$ cat config.mk
export PLATFORM = sky130hd
export DESIGN_NAME = tone_square_gen
export DESIGN_NICKNAME = d
export VERILOG_FILES = /design/src/rtl/tone_pkg.sv /design/src/rtl/seq_div_restoring.sv /design/src/rtl/tone_square_gen.sv
export SDC_FILE = /design/constraint.sdc
export NUM_CORES = 1
export LEC_CHECK = 0
export CELL_PAD_IN_SITES_DETAIL_PLACEMENT = 1
export CELL_PAD_IN_SITES_GLOBAL_PLACEMENT = 1
export CORE_AREA = 2 2 153 155
export CTS_BUF_LIST = sky130_fd_sc_hd__clkbuf_4 sky130_fd_sc_hd__clkbuf_8
export CTS_CLUSTER_SIZE = 24
export DETAILED_ROUTE_END_ITERATION = 10
export DIE_AREA = 0 0 155 157
export PLACE_DENSITY_LB_ADDON = 0.25
export SLEW_MARGIN = 10
export SYNTH_ARGS = -nofsm -noshare
export SYNTH_HDL_FRONTEND = slang
export SYNTH_SLANG_ARGS = --single-unit
$ cat constraint.sdc
create_clock -name iClock -period 3.5 [get_ports iClock]
set_input_delay 0.7 -clock iClock [delete_from_list [all_inputs] [get_ports iClock]]
set_output_delay 0.7 -clock iClock [all_outputs]
set_load 0.01 [all_outputs]
$ cat src/rtl/tone_pkg.sv
// Shared definitions for the square-wave tone generator: divider FSM state
// encodings, default audible frequency limits and the request range check.
package tone_pkg;

    localparam int unsigned DEF_MIN_FREQ = 20;
    localparam int unsigned DEF_MAX_FREQ = 20000;

    localparam logic [1:0] ST_IDLE = 2'd0;
    localparam logic [1:0] ST_DIV  = 2'd1;
    localparam logic [1:0] ST_DONE = 2'd2;

    // True when freq lies inside the inclusive [lo, hi] band.
    function automatic logic freq_ok(input logic [31:0] freq,
                                     input logic [31:0] lo,
                                     input logic [31:0] hi);
        return (freq >= lo) && (freq <= hi);
    endfunction

endpackage

$ cat src/rtl/seq_div_restoring.sv
// Iterative restoring divider, one quotient bit per clock, MSB first.
// Ports:
//   iClock, iReset  clock and synchronous active-high reset
//   iStart          pulse: capture iDividend/iDivisor and begin
//   iDividend       unsigned dividend (DVD_W bits)
//   iDivisor        unsigned divisor (DVS_W bits)
//   oBusy           high while quotient bits are being produced
//   oDone           one-cycle pulse once oQuot is final
//   oQuot           quotient, held until the next iStart
module seq_div_restoring #(
    parameter int unsigned DVD_W = 32,
    parameter int unsigned DVS_W = 17
) (
    input  logic             iClock,
    input  logic             iReset,
    input  logic             iStart,
    input  logic [DVD_W-1:0] iDividend,
    input  logic [DVS_W-1:0] iDivisor,
    output logic             oBusy,
    output logic             oDone,
    output logic [DVD_W-1:0] oQuot
);

    localparam int unsigned CW = $clog2(DVD_W + 1);

    logic [DVD_W-1:0] r_quot;
    logic [DVS_W-1:0] r_rem;
    logic [DVS_W-1:0] r_dvs;
    logic [CW-1:0]    r_cnt;
    logic             r_busy;
    logic             r_done;

    logic [DVS_W:0]   w_trial;
    logic [DVS_W:0]   w_diff;
    logic             w_ge;

    // Partial remainder shifted left with the next dividend bit brought in.
    assign w_trial = {r_rem, r_quot[DVD_W-1]};
    assign w_ge    = (w_trial >= {1'b0, r_dvs});
    assign w_diff  = w_trial - {1'b0, r_dvs};

    // The dividend register doubles as the quotient shift register.
    always_ff @(posedge iClock) begin
        if (iReset) begin
            r_quot <= '0;
            r_rem  <= '0;
            r_dvs  <= '0;
            r_cnt  <= '0;
            r_busy <= 1'b0;
            r_done <= 1'b0;
        end else begin
            r_done <= 1'b0;
            if (iStart) begin
                r_quot <= iDividend;
                r_rem  <= '0;
                r_dvs  <= iDivisor;
                r_cnt  <= CW'(DVD_W);
                r_busy <= 1'b1;
            end else if (r_busy) begin
                r_rem  <= DVS_W'(w_ge ? w_diff : w_trial);
                r_quot <= {r_quot[DVD_W-2:0], w_ge};
                r_cnt  <= r_cnt - CW'(1);
                if (r_cnt == CW'(1)) begin
                    r_busy <= 1'b0;
                    r_done <= 1'b1;
                end
            end
        end
    end

    assign oBusy = r_busy;
    assign oDone = r_done;
    assign oQuot = r_quot;

endmodule

$ cat src/rtl/tone_square_gen.sv
// 50%-duty square-wave tone generator fed by the score player's
// enable/frequency pair. The half-period floor(CLK_HZ/(2*freq)) is computed
// by a sequential divider; new half-periods are applied only at output edges.
// Ports:
//   iClock, iReset  clock and synchronous active-high reset
//   iEnable         tone request
//   iFreq           requested frequency in Hz
//   oAudio          square-wave output
//   oActive         generator is toggling oAudio
//   oBusy           divider is computing
module tone_square_gen
    import tone_pkg::*;
#(
    parameter int unsigned CLK_HZ   = 50000000,
    parameter int unsigned FREQ_W   = 16,
    parameter int unsigned CNT_W    = 32,
    parameter int unsigned MIN_FREQ = DEF_MIN_FREQ,
    parameter int unsigned MAX_FREQ = DEF_MAX_FREQ
) (
    input  logic              iClock,
    input  logic              iReset,
    input  logic              iEnable,
    input  logic [FREQ_W-1:0] iFreq,
    output logic              oAudio,
    output logic              oActive,
    output logic              oBusy
);

    localparam int unsigned DVS_W = FREQ_W + 1;

    logic [1:0]        r_state;
    logic [FREQ_W-1:0] r_freq_lat;
    logic [CNT_W-1:0]  r_half_per;
    logic [CNT_W-1:0]  r_pend_half;
    logic              r_pend_valid;
    logic [CNT_W-1:0]  r_counter;
    logic              r_audio;
    logic              r_active;
    logic              r_discard;

    logic [1:0]        w_next_state;
    logic              w_div_start;
    logic              w_valid;
    logic              w_silent;
    logic              w_div_busy;
    logic              w_div_done;
    logic [CNT_W-1:0]  w_quot;
    logic [DVS_W-1:0]  w_divisor;
    logic              w_terminal;

    assign w_valid    = iEnable && freq_ok(32'(iFreq), 32'(MIN_FREQ), 32'(MAX_FREQ));
    assign w_silent   = !w_valid;
    assign w_divisor  = {iFreq, 1'b0};
    assign w_terminal = (r_counter == r_half_per - CNT_W'(1));

    seq_div_restoring #(
        .DVD_W (CNT_W),
        .DVS_W (DVS_W)
    ) u_div (
        .iClock    (iClock),
        .iReset    (iReset),
        .iStart    (w_div_start),
        .iDividend (CNT_W'(CLK_HZ)),
        .iDivisor  (w_divisor),
        .oBusy     (w_div_busy),
        .oDone     (w_div_done),
        .oQuot     (w_quot)
    );

    // Divider FSM state register.
    always_ff @(posedge iClock) begin
        if (iReset) r_state <= ST_IDLE;
        else        r_state <= w_next_state;
    end

    // Divider FSM next state; a new division starts only for a changed pitch.
    always_comb begin
        w_next_state = r_state;
        w_div_start  = 1'b0;
        case (r_state)
            ST_IDLE: begin
                if (w_valid && (iFreq != r_freq_lat)) begin
                    w_next_state = ST_DIV;
                    w_div_start  = 1'b1;
                end
            end
            ST_DIV:  if (w_div_done) w_next_state = ST_DONE;
            ST_DONE: w_next_state = ST_IDLE;
            default: w_next_state = ST_IDLE;
        endcase
    end

    // Frequency latch, pending half-period and square-wave generator.
    always_ff @(posedge iClock) begin
        if (iReset) begin
            r_freq_lat   <= '0;
            r_half_per   <= '0;
            r_pend_half  <= '0;
            r_pend_valid <= 1'b0;
            r_counter    <= '0;
            r_audio      <= 1'b0;
            r_active     <= 1'b0;
            r_discard    <= 1'b0;
        end else begin
            if (w_div_start) begin
                r_freq_lat <= iFreq;
                r_discard  <= 1'b0;
            end

            if (w_silent) begin
                // Clearing the latch forces a recompute on re-enable; a
                // division already running is allowed to finish unused.
                r_freq_lat   <= '0;
                r_audio      <= 1'b0;
                r_active     <= 1'b0;
                r_counter    <= '0;
                r_pend_valid <= 1'b0;
                if (r_state != ST_IDLE) r_discard <= 1'b1;
            end else if (!r_active) begin
                if (r_pend_valid) begin
                    r_half_per   <= r_pend_half;
                    r_counter    <= '0;
                    r_audio      <= 1'b1;
                    r_active     <= 1'b1;
                    r_pend_valid <= 1'b0;
                end
            end else if (w_terminal) begin
                r_audio   <= !r_audio;
                r_counter <= '0;
                if (r_pend_valid) begin
                    r_half_per   <= r_pend_half;
                    r_pend_valid <= 1'b0;
                end
            end else begin
                r_counter <= r_counter + CNT_W'(1);
            end

            // A fresh result overrides any older pending value on this edge.
            if ((r_state == ST_DONE) && !r_discard && !w_silent) begin
                r_pend_half  <= w_quot;
                r_pend_valid <= 1'b1;
            end
        end
    end

    assign oAudio  = r_audio;
    assign oActive = r_active;
    assign oBusy   = w_div_busy;

endmodule
==> impl_metrics.toml, run 1 <==
[logic_synthesis]
synth_edf_count = 0
ys_types = 73
yosysMostFrequentCell = "dfxtp_1"
dominantRegCellSynth = "dfxtp_1"
yosys_warnings = 0
netlist_top_cells_area = "dfxtp_1 (38%), mux2i_1 (9.4%), nand2b_1 (5.0%)"
yosys_register_bits = 191
syn-num-nets = 1246
netlist_top_cells_count = "dfxtp_1 (191), nor2_1 (126), nand2_1 (115)"
post_synth.cell_area_avg_um2 = 8.34
synthCells = 1206
async_flop_share_pct = 0
syn_area_um2 = 10100
synth_top_cell_by_area = "dfxtp_1"
ys_seq_area_share_pct = 38.0
synth_top_area_share_pct = 38.0

[timing]
worst_pin_slew_ns = 0.731
report.final.slew_viol_count = 0
final-setup-viol-count = 26
rsz0062_at_grt = "true"
finalClockSkew_ns = 0.0225
setup_ws_ns = -0.0513
fmax_mhz = 282
fin_crit_sh_pct = 101
period_needed_ns = 3.55
max-slew-margin-rel_pct = 51.3
setup-tns-final_ns = -0.681
finalHoldViolCount = 0

[status]
violations = "setup timing"
status = "finished with violations"

[grt]
grt_first_pass_wirelength_um = 46000
gr-total-overflow = 0
grt_pass1_vias = 8839
antenna_found_initial = 0
grtUsageTotal_pct = 23.3
grt_max_degree = 62

[placed_design]
numPortBuffers = 21
dpl.cell_count = 1518
dp_hpwl_um = 19700
gp_congestion = 0.864

[detailed_routing]
firstDrtPassIters = 5
antenna_left = 0
wl_per_cell_um = 17.8
via_per_inst = 5.64
dr_total_vias = 8767
drt_iter0_drc = 586
drc = 0
wirelength_um = 27700

[cts]
root_buffer = "clkbuf_8"
cts_tree = "done"
cts.sinks = 191
htree_levels = 4
clk_pin_slew_ns = 0.10
clock_latency_ns = 0.48
clock_tree.buffer_depth = 2
numCtsBuffers = 17

[floorplanning]
die_x_um = 155
die_h_um = 157
dieArea_um2 = 24300
rows = 55
start_util_pct = 44.7
core_area_um2 = 22500
ios = 22

[setup_path]
crit_path_max_incr_delay_ns = 0.54
crit_family = "simple AND/OR/NAND/NOR gates"
crit_fanout = 8
cp-end-kind = "register"
cpMostUsedCell = "or4_1"
crit_arrival_ns = 3.95
cp.required_ns = 3.90
start_kind = "register"
critPathKind = "reg2reg"
crit_chain = "buf_4, or4_1, or4_1, a21oi_2, o22ai_1, or4_4, nor4_4, a31oi_4, nor2_4, buf_6, buf_16, mux2i_1"
cp.buffers_inverters = 3
cp_slowest_cell = "or4_1"

[flow_run]
cap_violations = 0

[cells_and_area]
drive_gt1_share_pct = 12.7
fin_cells = 1555
diodes = 0
area_growth_pct = 15.4
nNetsFinal = 1298

[pwr]
report.power.total_uw = 4400
p_leak_uw = 0.00428
irDropWorstVdd_mv = 0.229
power.density_nw_per_um2 = 379

[hold_path]
hold_class = "reg2reg"
[metrics by stage]
| step | area (um^2) | hold WS, ns | setup WS (ns) | utilization, % |
|---|---|---|---|---|
| floorplan | 10100 | 0.422 | 0.0213 | - |
| global placement | 11000 | 0.438 | 0.0308 | 48.8 |
| detailed placement | 11000 | 0.448 | -0.0497 | 48.8 |
| CTS | 11500 | 0.464 | -0.0364 | 51.3 |
| global route | 11600 | 0.479 | -0.233 | 51.6 |
| finish | 11600 | 0.457 | -0.0513 | 51.6 |
[area by class of cell]
cell class / instances / area (um^2)
fill: 2709 / 10900
multi-input combinational: 905 / 5940
sequential: 191 / 3830
timing repair buffer: 105 / 946
tap: 285 / 357
clock buffer: 21 / 270
inverter: 38 / 143
clock inverter: 10 / 129
[state kept, by name, indices dropped and copies added (netlist names), 2 cells and up]
name / count
r_counter: 32
r_half_per: 32
r_pend_half: 32
u_div.oQuot: 32
u_div.r_rem: 17
r_freq_lat: 16
u_div.r_dvs: 16
u_div.r_cnt: 6
r_state: 2
[report_power, final]
group	total (uW)	internal [uW]	switching (uW)
combinational	642	281	360
clock	1520	686	833
sequential	2240	2210	33.5
[tightest hold or removal path, stage by stage, from the launching register on]
cell and delay (ns):
dfxtp_1 0.31, inv_1 0.07, nor2_1 0.05
[cells by family (layout without fill, tap and decap cells)]
group	after synthesis	count (layout)	share of synthesized area, %
buf+inv	110	174	4.81
compound gates	221	221	13.5
xor+xnor	75	75	6.53
flops	191	191	38.0
simple gates	493	493	25.0
fa+ha+maj	21	21	2.69
mux	95	95	9.46
[repair_timing]
action | in CTS | in global routing
setup buffers | 4 | 0
endpoints found under the setup margin | 33 | 66
gates cloned | 2 | 0
pin swaps | 2 | 4
resized for setup | 17 | 16
hold buffers | 0 | 0
[metal layers]
layer	up-vias	routed length, um	share of wire [%]	global-route usage, %
li1	4300	-	-	-
met1	4319	13700	50	32.4
met2	101	12900	47	38.2
met3	47	574	2.1	2.78
met4	0	494	1.8	6.39
met5	-	0	0	0
[final timing paths]
| check | startpoint | to | slack (ns) | cells after the start |
|---|---|---|---|---|
| worst max-delay path | r_half_per[0] | r_half_per[20] | -0.05 | 12 |
| worst min-delay path | u_div.r_dvs[16] | u_div.r_dvs[16] | 0.46 | 2 |
| worst max register to register | r_half_per[0] | r_half_per[20] | -0.05 | 12 |
| worst min register to register | u_div.r_dvs[16] | u_div.r_dvs[16] | 0.46 | 2 |
[cell usage in the layout, fill, tap and decap left out, types with 6 or more instances in the layout]
cell	synthesis	routed
nor4_1	18	12
a21oi_1	90	89
nand4_1	16	16
inv_1	38	38
a31oi_1	16	16
a211oi_1	22	22
xnor2_1	37	37
buf_4	1	76
and3_1	12	11
clkdlybuf4s50_1	0	20
o21ai_0	40	40
ha_1	20	19
clkbuf_8	0	18
nand2_1	115	114
dfxtp_1	191	187
nor2_1	126	126
or4_4	3	6
nand3_1	30	30
nand2b_1	80	80
nor2b_1	20	20
or4_1	11	8
or3_1	6	6
xor2_1	38	38
mux2i_1	94	92
nor3_1	24	23
nor4_2	1	6
Note: power is estimated with default switching activity, not from simulation.
==> inputs of run 2 (changes only) <==
--- a/config.mk
+++ b/config.mk
@@ -9,7 +9,6 @@
 export CELL_PAD_IN_SITES_GLOBAL_PLACEMENT = 1
 export CORE_AREA = 2 2 153 155
 export CTS_BUF_LIST = sky130_fd_sc_hd__clkbuf_4 sky130_fd_sc_hd__clkbuf_8
-export CTS_CLUSTER_SIZE = 24
 export DETAILED_ROUTE_END_ITERATION = 10
 export DIE_AREA = 0 0 155 157
 export PLACE_DENSITY_LB_ADDON = 0.25
==> results of run 2 <==
Same layout as run 1: the final DEF is identical, and so are final timing and power.
==> edit (config.mk and constraints of run 2) <==
Reset style: asynchronous (`iReset`), changed in 3 clocked blocks. Comments in the files are not updated.
--- a/src/rtl/seq_div_restoring.sv
+++ b/src/rtl/seq_div_restoring.sv
@@ -40,7 +40,7 @@
     assign w_diff  = w_trial - {1'b0, r_dvs};
 
     // The dividend register doubles as the quotient shift register.
-    always_ff @(posedge iClock) begin
+    always_ff @(posedge iClock or posedge iReset) begin
         if (iReset) begin
             r_quot <= '0;
             r_rem  <= '0;
--- a/src/rtl/tone_square_gen.sv
+++ b/src/rtl/tone_square_gen.sv
@@ -68,7 +68,7 @@
     );
 
     // Divider FSM state register.
-    always_ff @(posedge iClock) begin
+    always_ff @(posedge iClock or posedge iReset) begin
         if (iReset) r_state <= ST_IDLE;
         else        r_state <= w_next_state;
     end
@@ -91,7 +91,7 @@
     end
 
     // Frequency latch, pending half-period and square-wave generator.
-    always_ff @(posedge iClock) begin
+    always_ff @(posedge iClock or posedge iReset) begin
         if (iReset) begin
             r_freq_lat   <= '0;
             r_half_per   <= '0;
Check against the original RTL: differs if iReset is asserted again (counterexample within 4 cycles, from zero or initial values and one cycle with iReset high); with iReset held inactive, the same outputs for 10 cycles.
==> edit against run 2 <==
Clock skew fell by 0.010 ns. Synthesized area rose by 0.27%. Setup slack improved by 0.11 ns. Routed wire length fell by 11%. Design area rose by 3.3%. Worst hold slack improved by 0.052 ns. Sequential cell count did not move. Highest routed layer unchanged.
Power is not compared: it rests on default switching activity, and its combinational part moved more than twofold at a synthesized area within 25%.
==> edit: results (changes against run 2) <==
<table>
<tr><th>Metric</th><th>Value</th></tr>
<tr><th colspan="2">Outcome</th></tr>
<tr><td>Outcome</td><td>completed</td></tr>
<tr><th colspan="2">Drt</th></tr>
<tr><td>Aggregate routed wire length</td><td>24.5 mm (-11%)</td></tr>
<tr><td>Router iterations before antenna repair</td><td>7 (+2)</td></tr>
<tr><td>Number of vias after detailed routing</td><td>7415 (-15%)</td></tr>
<tr><td>Met2 Wirelength</td><td>12.5 mm (-3.3%)</td></tr>
<tr><th colspan="2">Place</th></tr>
<tr><td>Placed Area</td><td>11200 µm² (+1.9%)</td></tr>
<tr><td>Placer congestion estimate</td><td>0.774 (-10%)</td></tr>
<tr><td>Hpwl dp</td><td>17.3 mm (-12%)</td></tr>
<tr><th colspan="2">Final layout</th></tr>
<tr><td>Share of cells above drive strength 1</td><td>0.231 (+0.104)</td></tr>
<tr><td>NumNets Final</td><td>1080 (-17%)</td></tr>
<tr><th colspan="2">Timing</th></tr>
<tr><td>Post-route clock skew</td><td>0.0125 ns (-0.0100 ns)</td></tr>
<tr><td>Slew of the pin with the lowest slew margin</td><td>0.969 ns (+0.238 ns)</td></tr>
<tr><th colspan="2">Critical path</th></tr>
<tr><td>Critical Path Slowest Stage Cell</td><td>sky130_fd_sc_hd__or4_4</td></tr>
<tr><td>Largest driver fanout on the critical path</td><td>25 (+17)</td></tr>
<tr><td>Worst stage delay on the critical path</td><td>0.56 ns (+0.02 ns)</td></tr>
<tr><th colspan="2">Global route</th></tr>
<tr><td>Wire length of the first global-routing pass</td><td>40.5 mm (-12%)</td></tr>
<tr><td>Largest net degree at the start of global routing</td><td>84 (+35%)</td></tr>
<tr><td>Global-route usage over all layers</td><td>0.209 (-0.0241)</td></tr>
<tr><td>Via count of the first global-routing pass</td><td>7870 (-11%)</td></tr>
<tr><th colspan="2">Logic synthesis</th></tr>
<tr><td>Main flop type after synthesis</td><td>sky130_fd_sc_hd__dfrtp_1</td></tr>
<tr><td>Largest cells by area after synthesis</td><td>sky130_fd_sc_hd__dfrtp_1 47%, sky130_fd_sc_hd__xnor2_1 6.3%, sky130_fd_sc_hd__mux2_4 4.5%, sky130_fd_sc_hd__mux2_2 4.2%, sky130_fd_sc_hd__nor2_1 3.8%</td></tr>
<tr><td>Post-synth net total</td><td>992 (-20%)</td></tr>
<tr><td>Commonest cells in the synthesized netlist</td><td>191 x sky130_fd_sc_hd__dfrtp_1, 103 x sky130_fd_sc_hd__nor2_1, 72 x sky130_fd_sc_hd__xnor2_1</td></tr>
<tr><td>Sequential element share of the synthesized area</td><td>0.474 (+0.0937)</td></tr>
<tr><td>Count of cell types in the netlist</td><td>61 (-16%)</td></tr>
<tr><td>Proportion of synthesized flip-flops having asynchronous set or reset</td><td>1.00 (+1.00)</td></tr>
<tr><th colspan="2">Clock tree</th></tr>
<tr><td>Number of buffers created by CTS</td><td>17 (unchanged)</td></tr>
</table>
-- edit: per-layer routing --
metal / vias up / GRT usage
met2: 66 / 0.363
met5: - / 0
met4: 0 / 0.0705
li1: 3528 / -
met3: 31 / 0.0322
met1: 3790 / 0.267
-- edit: cell type report --
cell class,instances,area (µm²)
fillers,2417,10500
repair buffers,112,1060
flip-flops and latches,191,4780
well taps,285,357
multi-input cells,677,5240
clock inverters,13,148
inverters,41,158
clock buffers,18,248
-- edit: path summary, 6_finish.rpt --
| check | from | cells past startpoint | to | slack [ns] |
|---|---|---|---|---|
| worst max-delay path | r_half_per[2] | 11 | r_half_per[29] | 0.06 |
| worst min-delay path | r_freq_lat[6] | 2 | r_freq_lat[6] | 0.51 |
| worst max register to register | r_half_per[2] | 11 | r_half_per[29] | 0.06 |
| worst min register to register | r_freq_lat[6] | 2 | r_freq_lat[6] | 0.51 |
| max in group asynchronous | iReset | 3 | r_half_per[29] | 2.10 |
| min in group asynchronous | iReset | 2 | r_counter[3] | 0.66 |
-- edit: cells by family (layout without fill, tap and decap cells) --
logic type	after synthesis	in the layout	synth area share
muxes	106	106	0.125
DFF	191	191	0.474
adders and majority gates	21	21	0.0268
buffers and inverters	84	184	0.0360
and+or+nand+nor	322	322	0.163
AOI/OAI and AO/OA	131	131	0.0914
xor gates and xnor gates	97	97	0.0842
-- edit: metrics by stage --
step,utilization,setup TNS [ns],worst slack (ns),cells
after global routing,0.533,-2.91,-0.0841,1337
final,0.533,0,0.0636,1337
after global placement,0.497,-0.577,-0.104,1296
after floorplan,-,0,0.00889,952
after CTS,0.519,0,0.00436,1331
after detailed placement,0.497,-4.40,-0.211,1296
-- edit: what timing repair did --
action                                 CTS  global route
hold buffers                             0             0
setup endpoints to repair               56            61
setup buffers                            3             2
pin swaps                                4            10
resized for setup                       14            50
gates cloned                             1             4
endpoints found under the hold margin    0             0
-- edit: power groups by stage --
| stage | combinational [W] | clock (W) | sequential, W |
|---|---|---|---|
| 6_report | 0.00140 | 0.00147 | 0.00274 |
| 5_1_grt | 0.00159 | 0.00160 | 0.00279 |
| 2_1_floorplan | 0.00109 | 0 | 0.00270 |
| 3_3_place_gp | 0.00135 | 0 | 0.00277 |
| 4_1_cts | 0.00141 | 0.00152 | 0.00274 |
| 3_5_place_dp | 0.00140 | 0 | 0.00278 |
-- edit: worst max-delay path, delay by kind of cell (launching register included) --
kind	cells	cell delay [ns]
muxes	1	0.31
buffers and inverters	2	0.35
xor gates and xnor gates	1	0.14
and+or+nand+nor	6	1.89
DFF	1	0.39
AOI/OAI and AO/OA	1	0.20
